### config.mk
export PLATFORM = sky130hd
export DESIGN_NAME = mul_booth_issue_ctrl
export DESIGN_NICKNAME = d
export VERILOG_FILES = /design/src/rtl/mul_pkg.sv /design/src/rtl/mul_res_fifo.sv /design/src/rtl/mul_booth_issue_ctrl.sv
export SDC_FILE = /design/constraint.sdc
export NUM_CORES = 1
export LEC_CHECK = 0
export ABC_AREA = 0
export CAP_MARGIN = 20
export CORE_MARGIN = 1
export CORE_UTILIZATION = 30
export CTS_CLUSTER_DIAMETER = 150
export DETAILED_ROUTE_END_ITERATION = 8
export SYNTH_ARGS = -nofsm -noshare
export SYNTH_HDL_FRONTEND = slang
export SYNTH_SLANG_ARGS = --single-unit
### constraint.sdc
create_clock -name i_clk -period 2.2 [get_ports i_clk]
set_input_delay 0.44 -clock i_clk [delete_from_list [all_inputs] [get_ports i_clk]]
set_output_delay 0.44 -clock i_clk [all_outputs]
set_load 0.005 [all_outputs]
### src/rtl/mul_pkg.sv
// mul_pkg: shared types and helpers for the Booth multiplier issue controller.
package mul_pkg;

    typedef enum logic [1:0] {IDLE, LOAD, ARM, RUN} mul_issue_state_e;

    // RUN cycles allowed before giving up on the multiplier's done flag
    function automatic int timeout_limit(input int data_width);
        return data_width / 2 + 2;
    endfunction

endpackage

### src/rtl/mul_res_fifo.sv
// mul_res_fifo: synchronous result FIFO with async active-high reset and full/empty/count.
module mul_res_fifo #(
    parameter int WIDTH = 17,
    parameter int DEPTH = 2
) (
    input  logic                     i_clk,
    input  logic                     i_rst,
    input  logic                     i_push,
    input  logic [WIDTH-1:0]         i_data,
    input  logic                     i_pop,
    output logic [WIDTH-1:0]         o_data,
    output logic                     o_full,
    output logic                     o_empty,
    output logic [$clog2(DEPTH):0]   o_count
);
    localparam int AW = $clog2(DEPTH);

    logic [WIDTH-1:0] mem_q [DEPTH];
    logic [AW-1:0]    wr_q, wr_d, rd_q, rd_d;
    logic [AW:0]      cnt_q, cnt_d;

    always_comb begin
        wr_d  = i_push ? wr_q + 1'b1 : wr_q;
        rd_d  = i_pop ? rd_q + 1'b1 : rd_q;
        cnt_d = cnt_q + {{AW{1'b0}}, i_push} - {{AW{1'b0}}, i_pop};
    end

    always_ff @(posedge i_clk or posedge i_rst) begin
        if (i_rst) begin
            for (int i = 0; i < DEPTH; i++) mem_q[i] <= '0;
            wr_q  <= '0;
            rd_q  <= '0;
            cnt_q <= '0;
        end else begin
            if (i_push) mem_q[wr_q] <= i_data;
            wr_q  <= wr_d;
            rd_q  <= rd_d;
            cnt_q <= cnt_d;
        end
    end

    assign o_data  = mem_q[rd_q];
    assign o_count = cnt_q;
    assign o_full  = cnt_q == (AW + 1)'(DEPTH);
    assign o_empty = cnt_q == '0;

    assert property (@(posedge i_clk) disable iff (i_rst) !(i_push && o_full));
    assert property (@(posedge i_clk) disable iff (i_rst) !(i_pop && o_empty));

endmodule

### src/rtl/mul_booth_issue_ctrl.sv
// mul_booth_issue_ctrl: sequences mul_2nbit_booth through load/run and queues products.
// Optional RUN watchdog and sticky o_timeout enabled by MUL_ISSUE_TIMEOUT_EN.
module mul_booth_issue_ctrl
    import mul_pkg::*;
#(
    parameter int DATA_WIDTH = 8,
    parameter int RES_DEPTH  = 2
) (
    input  logic                    i_clk,
    input  logic                    i_rst,
    input  logic                    i_op_valid,
    output logic                    o_op_ready,
    input  logic [DATA_WIDTH-1:0]   i_op_x,
    input  logic [DATA_WIDTH-1:0]   i_op_y,
    output logic                    o_mul_rst_n,
    output logic [DATA_WIDTH-1:0]   o_mul_num_x,
    output logic [DATA_WIDTH-1:0]   o_mul_num_y,
    input  logic                    i_mul_end,
    input  logic                    i_mul_cry,
    input  logic [2*DATA_WIDTH-1:0] i_mul_res,
    output logic                    o_res_valid,
    input  logic                    i_res_ready,
    output logic [2*DATA_WIDTH-1:0] o_res,
    output logic                    o_res_cry,
`ifdef MUL_ISSUE_TIMEOUT_EN
    output logic                    o_timeout,
`endif
    output logic                    o_busy
);
    localparam int RW = 2 * DATA_WIDTH + 1;
    localparam int CW = $clog2(RES_DEPTH) + 1;

    mul_issue_state_e        state_q, state_d;
    logic [DATA_WIDTH-1:0]   x_q, x_d, y_q, y_d;
    logic                    op_fire, push, pop, tmo;
    logic [RW-1:0]           push_data, fifo_data;
    logic                    fifo_full, fifo_empty;
    logic [CW-1:0]           fifo_cnt;

    assign op_fire   = i_op_valid && o_op_ready;
    assign push      = (state_q == RUN) && (i_mul_end || tmo);
    assign pop       = i_res_ready && !fifo_empty;
    // a timeout pushes an all-zero result with a clear carry
    assign push_data = i_mul_end ? {i_mul_cry, i_mul_res} : '0;

    always_ff @(posedge i_clk or posedge i_rst) begin
        if (i_rst) begin
            state_q <= IDLE;
            x_q     <= '0;
            y_q     <= '0;
        end else begin
            state_q <= state_d;
            x_q     <= x_d;
            y_q     <= y_d;
        end
    end

    always_comb begin
        state_d = (state_q == IDLE) ? (op_fire ? LOAD : IDLE) :
                  (state_q == LOAD) ? ARM :
                  (state_q == ARM)  ? RUN :
                  (push ? IDLE : RUN);
        x_d     = op_fire ? i_op_x : x_q;
        y_d     = op_fire ? i_op_y : y_q;
    end

    always_comb begin
        o_op_ready  = !i_rst && (state_q == IDLE) && (fifo_cnt < CW'(RES_DEPTH));
        o_mul_rst_n = !i_rst && (state_q != LOAD);
        o_busy      = state_q != IDLE;
    end

    assign o_mul_num_x = x_q;
    assign o_mul_num_y = y_q;
    assign o_res_valid = !fifo_empty;
    assign {o_res_cry, o_res} = fifo_data;

`ifdef MUL_ISSUE_TIMEOUT_EN
    localparam int LIM = timeout_limit(DATA_WIDTH);
    localparam int TW  = $clog2(LIM) + 1;

    logic [TW-1:0] run_cnt_q, run_cnt_d;
    logic          timeout_q, timeout_d;

    assign tmo       = (state_q == RUN) && !i_mul_end && (run_cnt_q == TW'(LIM - 1));
    assign run_cnt_d = (state_q == RUN) ? run_cnt_q + 1'b1 : '0;
    assign timeout_d = timeout_q || tmo;

    always_ff @(posedge i_clk or posedge i_rst) begin
        if (i_rst) begin
            run_cnt_q <= '0;
            timeout_q <= 1'b0;
        end else begin
            run_cnt_q <= run_cnt_d;
            timeout_q <= timeout_d;
        end
    end

    assign o_timeout = timeout_q;
`else
    assign tmo = 1'b0;
`endif

    mul_res_fifo #(
        .WIDTH (RW),
        .DEPTH (RES_DEPTH)
    ) u_fifo (
        .i_clk   (i_clk),
        .i_rst   (i_rst),
        .i_push  (push),
        .i_data  (push_data),
        .i_pop   (pop),
        .o_data  (fifo_data),
        .o_full  (fifo_full),
        .o_empty (fifo_empty),
        .o_count (fifo_cnt)
    );

    assert property (@(posedge i_clk) disable iff (i_rst) !(push && fifo_full));

endmodule
== Word level (Yosys, flattened, before mapping) ==
Index checks and enable logic that the tools add are counted.

* Bits in registers: 56

* Add/sub/neg operators: 4
* Equality and inequality tests: 4
* Mux-type cells: 12
* Bitwise logic cells: 2
* Magnitude comparators: 4
* Reductions and logical operators: 12

{| class="wikitable"
|+ Operators with widths
! cell !! count
|-
| 17-bit two-way mux || 5
|-
| 34-bit bitwise mux || 1
|-
| 17-bit demux with 1-bit select || 1
|-
| 2-bit two-way mux || 4
|-
| 1-bit logical AND || 7
|-
| 2-bit equality test, second input constant || 2
|-
| 2-bit greater-or-equal comparator, second input constant || 2
|-
| 2-bit zero test || 2
|-
| 1-bit inverter with 2-bit output || 2
|-
| 1-bit adder, second input constant || 2
|-
| 2-bit by 1-bit adder with 2-bit output || 1
|-
| 2-bit by 1-bit equality test with 1-bit output, second input constant || 1
|-
| 1-bit zero test || 2
|-
| 2-bit by 1-bit < comparator with 1-bit output, second input constant || 1
|-
| 2-bit < comparator, second input constant || 1
|-
| 2-bit by 1-bit != test with 1-bit output, second input constant || 1
|-
| 2-bit nonzero test || 1
|-
| 2-bit by 1-bit subtractor with 2-bit output || 1
|-
| 1-bit two-way mux || 1
|}

== Longest topological paths before layout ==
Gate-level depths: netlist of run 1.

* Word-level depth: 6
* Depth in mapped cells: 5
* Mapped depth without buffers: 5

== Modules after synthesis ==
From an unflattened synthesis of run 1, not the netlist that was laid out.

* Cell total of the unflattened synthesis: 174
* Area, all modules: 2576.2 um2

{| class="wikitable"
|+ By module, submodules not included
! module !! cells an instance !! times used !! area an instance (um2)
|-
| mul_res_fifo || 107 || 1 || 1709.1
|-
| mul_booth_issue_ctrl || 67 || 1 || 867.1
|}

== Least setup slack after synthesis of run 1 ==
Ideal clock, no wire load.

* Path kind: register to output
* From: reg u_fifo.rd_q
* To: out o_res[0]
* Cell stages (with the launch flop): 4
* Path buffers: 2
* Required time: 1.760 ns
* Slack: 0.539 ns
* Data arrival time: 1.221 ns
* Cells stage by stage: dfrtp_1 > clkbuf_1 > buf_2 > mux2_2

* Cells in the longest elaborated chain, start to end: 4

{| class="wikitable"
|+ Ends and longest elaborated chain
! what !! line !! RTL
|-
| start: declaration || mul_res_fifo.sv:19 || <nowiki>logic [AW-1:0] wr_q, wr_d, rd_q, rd_d;</nowiki>
|-
| start signal: assignment || mul_res_fifo.sv:37 || <nowiki>rd_q <= rd_d;</nowiki>
|-
| 1-bit inverter with 2-bit output (implied by the code) || mul_res_fifo.sv:42 || <nowiki>assign o_data = mem_q[rd_q];</nowiki>
|-
| 17-bit two-way mux (implied by the code) (3 in a row) || mul_res_fifo.sv:42 ||
|-
| end: declaration || mul_booth_issue_ctrl.sv:23 || <nowiki>output logic [2*DATA_WIDTH-1:0] o_res,</nowiki>
|}

No other way between the ends. The select of a mux whose other input is x is not followed.

== Final worst setup path of run 1 ==
* From: in i_rst
* To: out o_op_ready

* Cells in the longest elaborated chain, start to end: 3

{| class="wikitable"
|+ Ends and longest elaborated chain
! what !! line !! RTL
|-
| start: declaration || mul_booth_issue_ctrl.sv:10 || <nowiki>input logic i_rst,</nowiki>
|-
| 1-bit zero test (no line) || n/a ||
|-
| 1-bit logical AND (2 in a row) || mul_booth_issue_ctrl.sv:68 || <nowiki>o_op_ready = !i_rst && (state_q == IDLE) && (fifo_cnt < CW'(RES_DEPTH));</nowiki>
|-
| end: declaration || mul_booth_issue_ctrl.sv:12 || <nowiki>output logic o_op_ready,</nowiki>
|}

No other way between the ends.

==> out/metrics.cfg, run 1 <==
[run_status]
status = finished clean

[placement]
io_buffers = 74
post-dp-hpwl_um = 3596
gp_congestion = 0.7284

[cts]
cts_sinks = 56
cts_buffers = 5
tritoncts = yes
clockRootBuffer = clkbuf_8
cts-hold-fix-buffers = 0
path_clk_slew_ns = 0.09
clock_latency_ns = 0.31
cts.path.max_buffers = 2
cts_max_level = 2

[timing]
post-route-period-util_pct = 97.06
period_minus_slack_ns = 2.135
finClkSkew_ns = 0.008062
slew_headroom_pct = 80.94
rsz0062_at_grt = no
final-setup-viol-count = 0
fmax_mhz = 468.3
fin_tns_setup_ns = 0
tightest_slew_ns = 0.2857
hold_viol = 0
finalMaxSlewViolations = 0

[final_layout]
layout-drive-gt1-share_pct = 20.21
layout_commonest_cell = clkdlybuf4s50_1
antennaDiodeCount = 0
final_nets = 330
area_growth_pct = 42.03
layout_common_cells = clkdlybuf4s50_1, nand2_1, dfrtp_1, o21ai_0, mux2_2
fill_cells = 744

[min_path]
worstHoldPathType = reg2reg

[synth]
syn_area_per_cell_sq_um = 11.40
yosys_warnings = 0
synthesis.area_sq_um = 2394
seq_area_frac_synth_pct = 58.55
netlist_instances = 210
ys_types = 22
synth_top_area_share_pct = 58.55
synth.area.top_cells = dfrtp_1, mux2_2, nand2_1
synth_fp_nets = 249
synth_top_area_cell = dfrtp_1
postSynthRegisterBits = 56

[routing]
ant_nets = 0
first_pass_iters = 4
wire_per_inst_um = 12.75
drcViolationCount = 0
vias = 1698
avgViaCountPerCell = 4.310
drt_wl_total_um = 5024
drtIter0Drc = 76

[global_route]
grt_pass1_wl_um = 8342
grt_max_degree = 38
grt.total_usage_pct = 12.67
grt_pass1_vias = 1678
antenna_found_initial = 0
overflow = 0

[die]
start_util_pct = 30.97
core-area_sq_um = 7727
dieWidth_um = 91.32
rows = 32
io_pins = 75
die_h_um = 91.32
die_area_sq_um = 8339

[critical_path]
critPathBufInv = 2
ff2ff_setup_slack_ns = 0.57
arrival_ns = 1.70
critPathMaxFanout = 3
crit_top_cell = clkdlybuf4s50_1
slowest_stage = clkdlybuf4s50_1
crit_path_cell_trace = clkdlybuf4s50_1, nor4_4, clkdlybuf4s50_1
cp-end-kind = output pin
start_kind = input port
worstPathRequired_ns = 1.76
max_stage_delay_ns = 0.54
path_class = in2out
crit_family = buffers and inverters

[pwr]
p_leak_uw = 0.001534
p_per_area_nw_per_um2 = 1279
ir_drop_v = 0.0004065
finalPower_uw = 4348

[job]
maxCapViolations = 0

==> timing repair <==
item,in CTS,in global routing
cloned,0,0
buffers inserted,0,1
endpoints found under the setup margin,15,15
pin swaps,0,0
resized for setup,2,0
endpoints found under the hold margin,0,0
==> power breakdown <==
part / total, uW / switching, uW / leakage [uW] / internal, uW
registers: 1820 / 289 / 0.000709 / 1530
logic: 1960 / 684 / 0.000776 / 1280
clock network: 568 / 339 / 0.0000485 / 229
total: 4350 / 1310 / 0.00153 / 3040
==> metrics by stage <==
stage / worst slack [ns] / hold slack [ns] / utilization [%] / cells / area (sq um)
2_1_floorplan: 0.3887 / 0.4444 / - / 210 / 2394
3_3_place_gp: 0.08857 / 0.4555 / 42.65 / 385 / 3296
3_5_place_dp: 0.06399 / 0.4649 / 42.65 / 385 / 3296
4_1_cts: 0.01925 / 0.4871 / 43.90 / 393 / 3392
5_1_grt: 0.006538 / 0.5104 / 43.99 / 394 / 3400
6_report: 0.06471 / 0.4827 / 43.99 / 394 / 3400
==> sequential cells by signal, summed over array words and instances (netlist names) <==
| register | count |
|---|---|
| o_mul_num_x | 8 |
| u_fifo.mem_q | 34 |
| o_mul_num_y | 8 |
| state_q | 2 |
| u_fifo.rd_q | 1 |
| u_fifo.wr_q | 1 |
| u_fifo.o_count | 2 |
==> layout make-up <==
type	instances	area (sq um)	area share (%)
flip-flops and latches	56	1403	41.26
multi-input cells	139	919.6	27.05
repair buffers	86	847.1	24.92
well taps	102	127.6	3.754
clock buffers	5	68.82	2.024
clock inverters	3	22.52	0.6625
inverters	3	11.26	0.3312
==> final timing paths <==
path                                               from                      endpoint  cells after the start
max                                               i_rst                    o_op_ready                      3
min                        u_fifo.mem_q[21]$_DFFE_PP0P_  u_fifo.mem_q[21]$_DFFE_PP0P_                      2
max reg2reg                 u_fifo.o_count[1]$_DFF_PP0_   u_fifo.o_count[1]$_DFF_PP0_                      5
min reg2reg                u_fifo.mem_q[21]$_DFFE_PP0P_  u_fifo.mem_q[21]$_DFFE_PP0P_                      2
max in group asynchronous                         i_rst  u_fifo.mem_q[31]$_DFFE_PP0P_                      3
min in group asynchronous                         i_rst    o_mul_num_x[3]$_DFFE_PP0P_                      3
==> synthesized netlist by cell type <==
cell,instances
nor2_1,1
nand3_1,1
xnor2_1,2
nand2_4,1
a21oi_1,1
nor4_4,1
clkbuf_1,8
ha_1,1
buf_1,1
dfrtp_1,56
buf_6,2
buf_2,1
mux2_4,9
nand4_1,1
nand2_1,56
nand4b_1,1
mux2_2,24
o21ai_0,34
or2_2,2
and2_1,2
xor2_1,2
inv_1,3
==> metal layers <==
layer	vias to the layer above	global-route usage (%)	routed length, um
li1	862	-	-
met1	797	17.54	2379
met2	34	20.01	2389
met3	5	2.931	198
met4	0	3.175	56
met5	-	0	0
==> worst register-to-register path: stages (launching register included) <==
cell,delay (ns)
dfrtp_1,0.45
or2_2,0.32
and2_1,0.20
ha_1,0.33
nor2_1,0.14
xnor2_1,0.12
==> cell families (layout without fill, tap and decap cells) <==
family	count (synthesis)	count (layout)	share of synthesized area (%)
and+or+nand+nor	66	66	12.18
DFF	56	56	58.55
AOI/OAI and AO/OA	35	35	7.318
muxes	33	33	16.94
buffers and inverters	15	97	3.031
xor gates and xnor gates	4	4	1.464
adders and majority gates	1	1	0.5227
Note: power is estimated with default switching activity, not from simulation.
==> run 2, diff against run 1 <==
--- a/config.mk
+++ b/config.mk
@@ -7,7 +7,6 @@
 export LEC_CHECK = 0
 export ABC_AREA = 0
 export CAP_MARGIN = 20
-export CORE_MARGIN = 1
 export CORE_UTILIZATION = 30
 export CTS_CLUSTER_DIAMETER = 150
 export DETAILED_ROUTE_END_ITERATION = 8
==> results of run 2 <==
Final layout, timing and power as in run 1 (identical DEF).
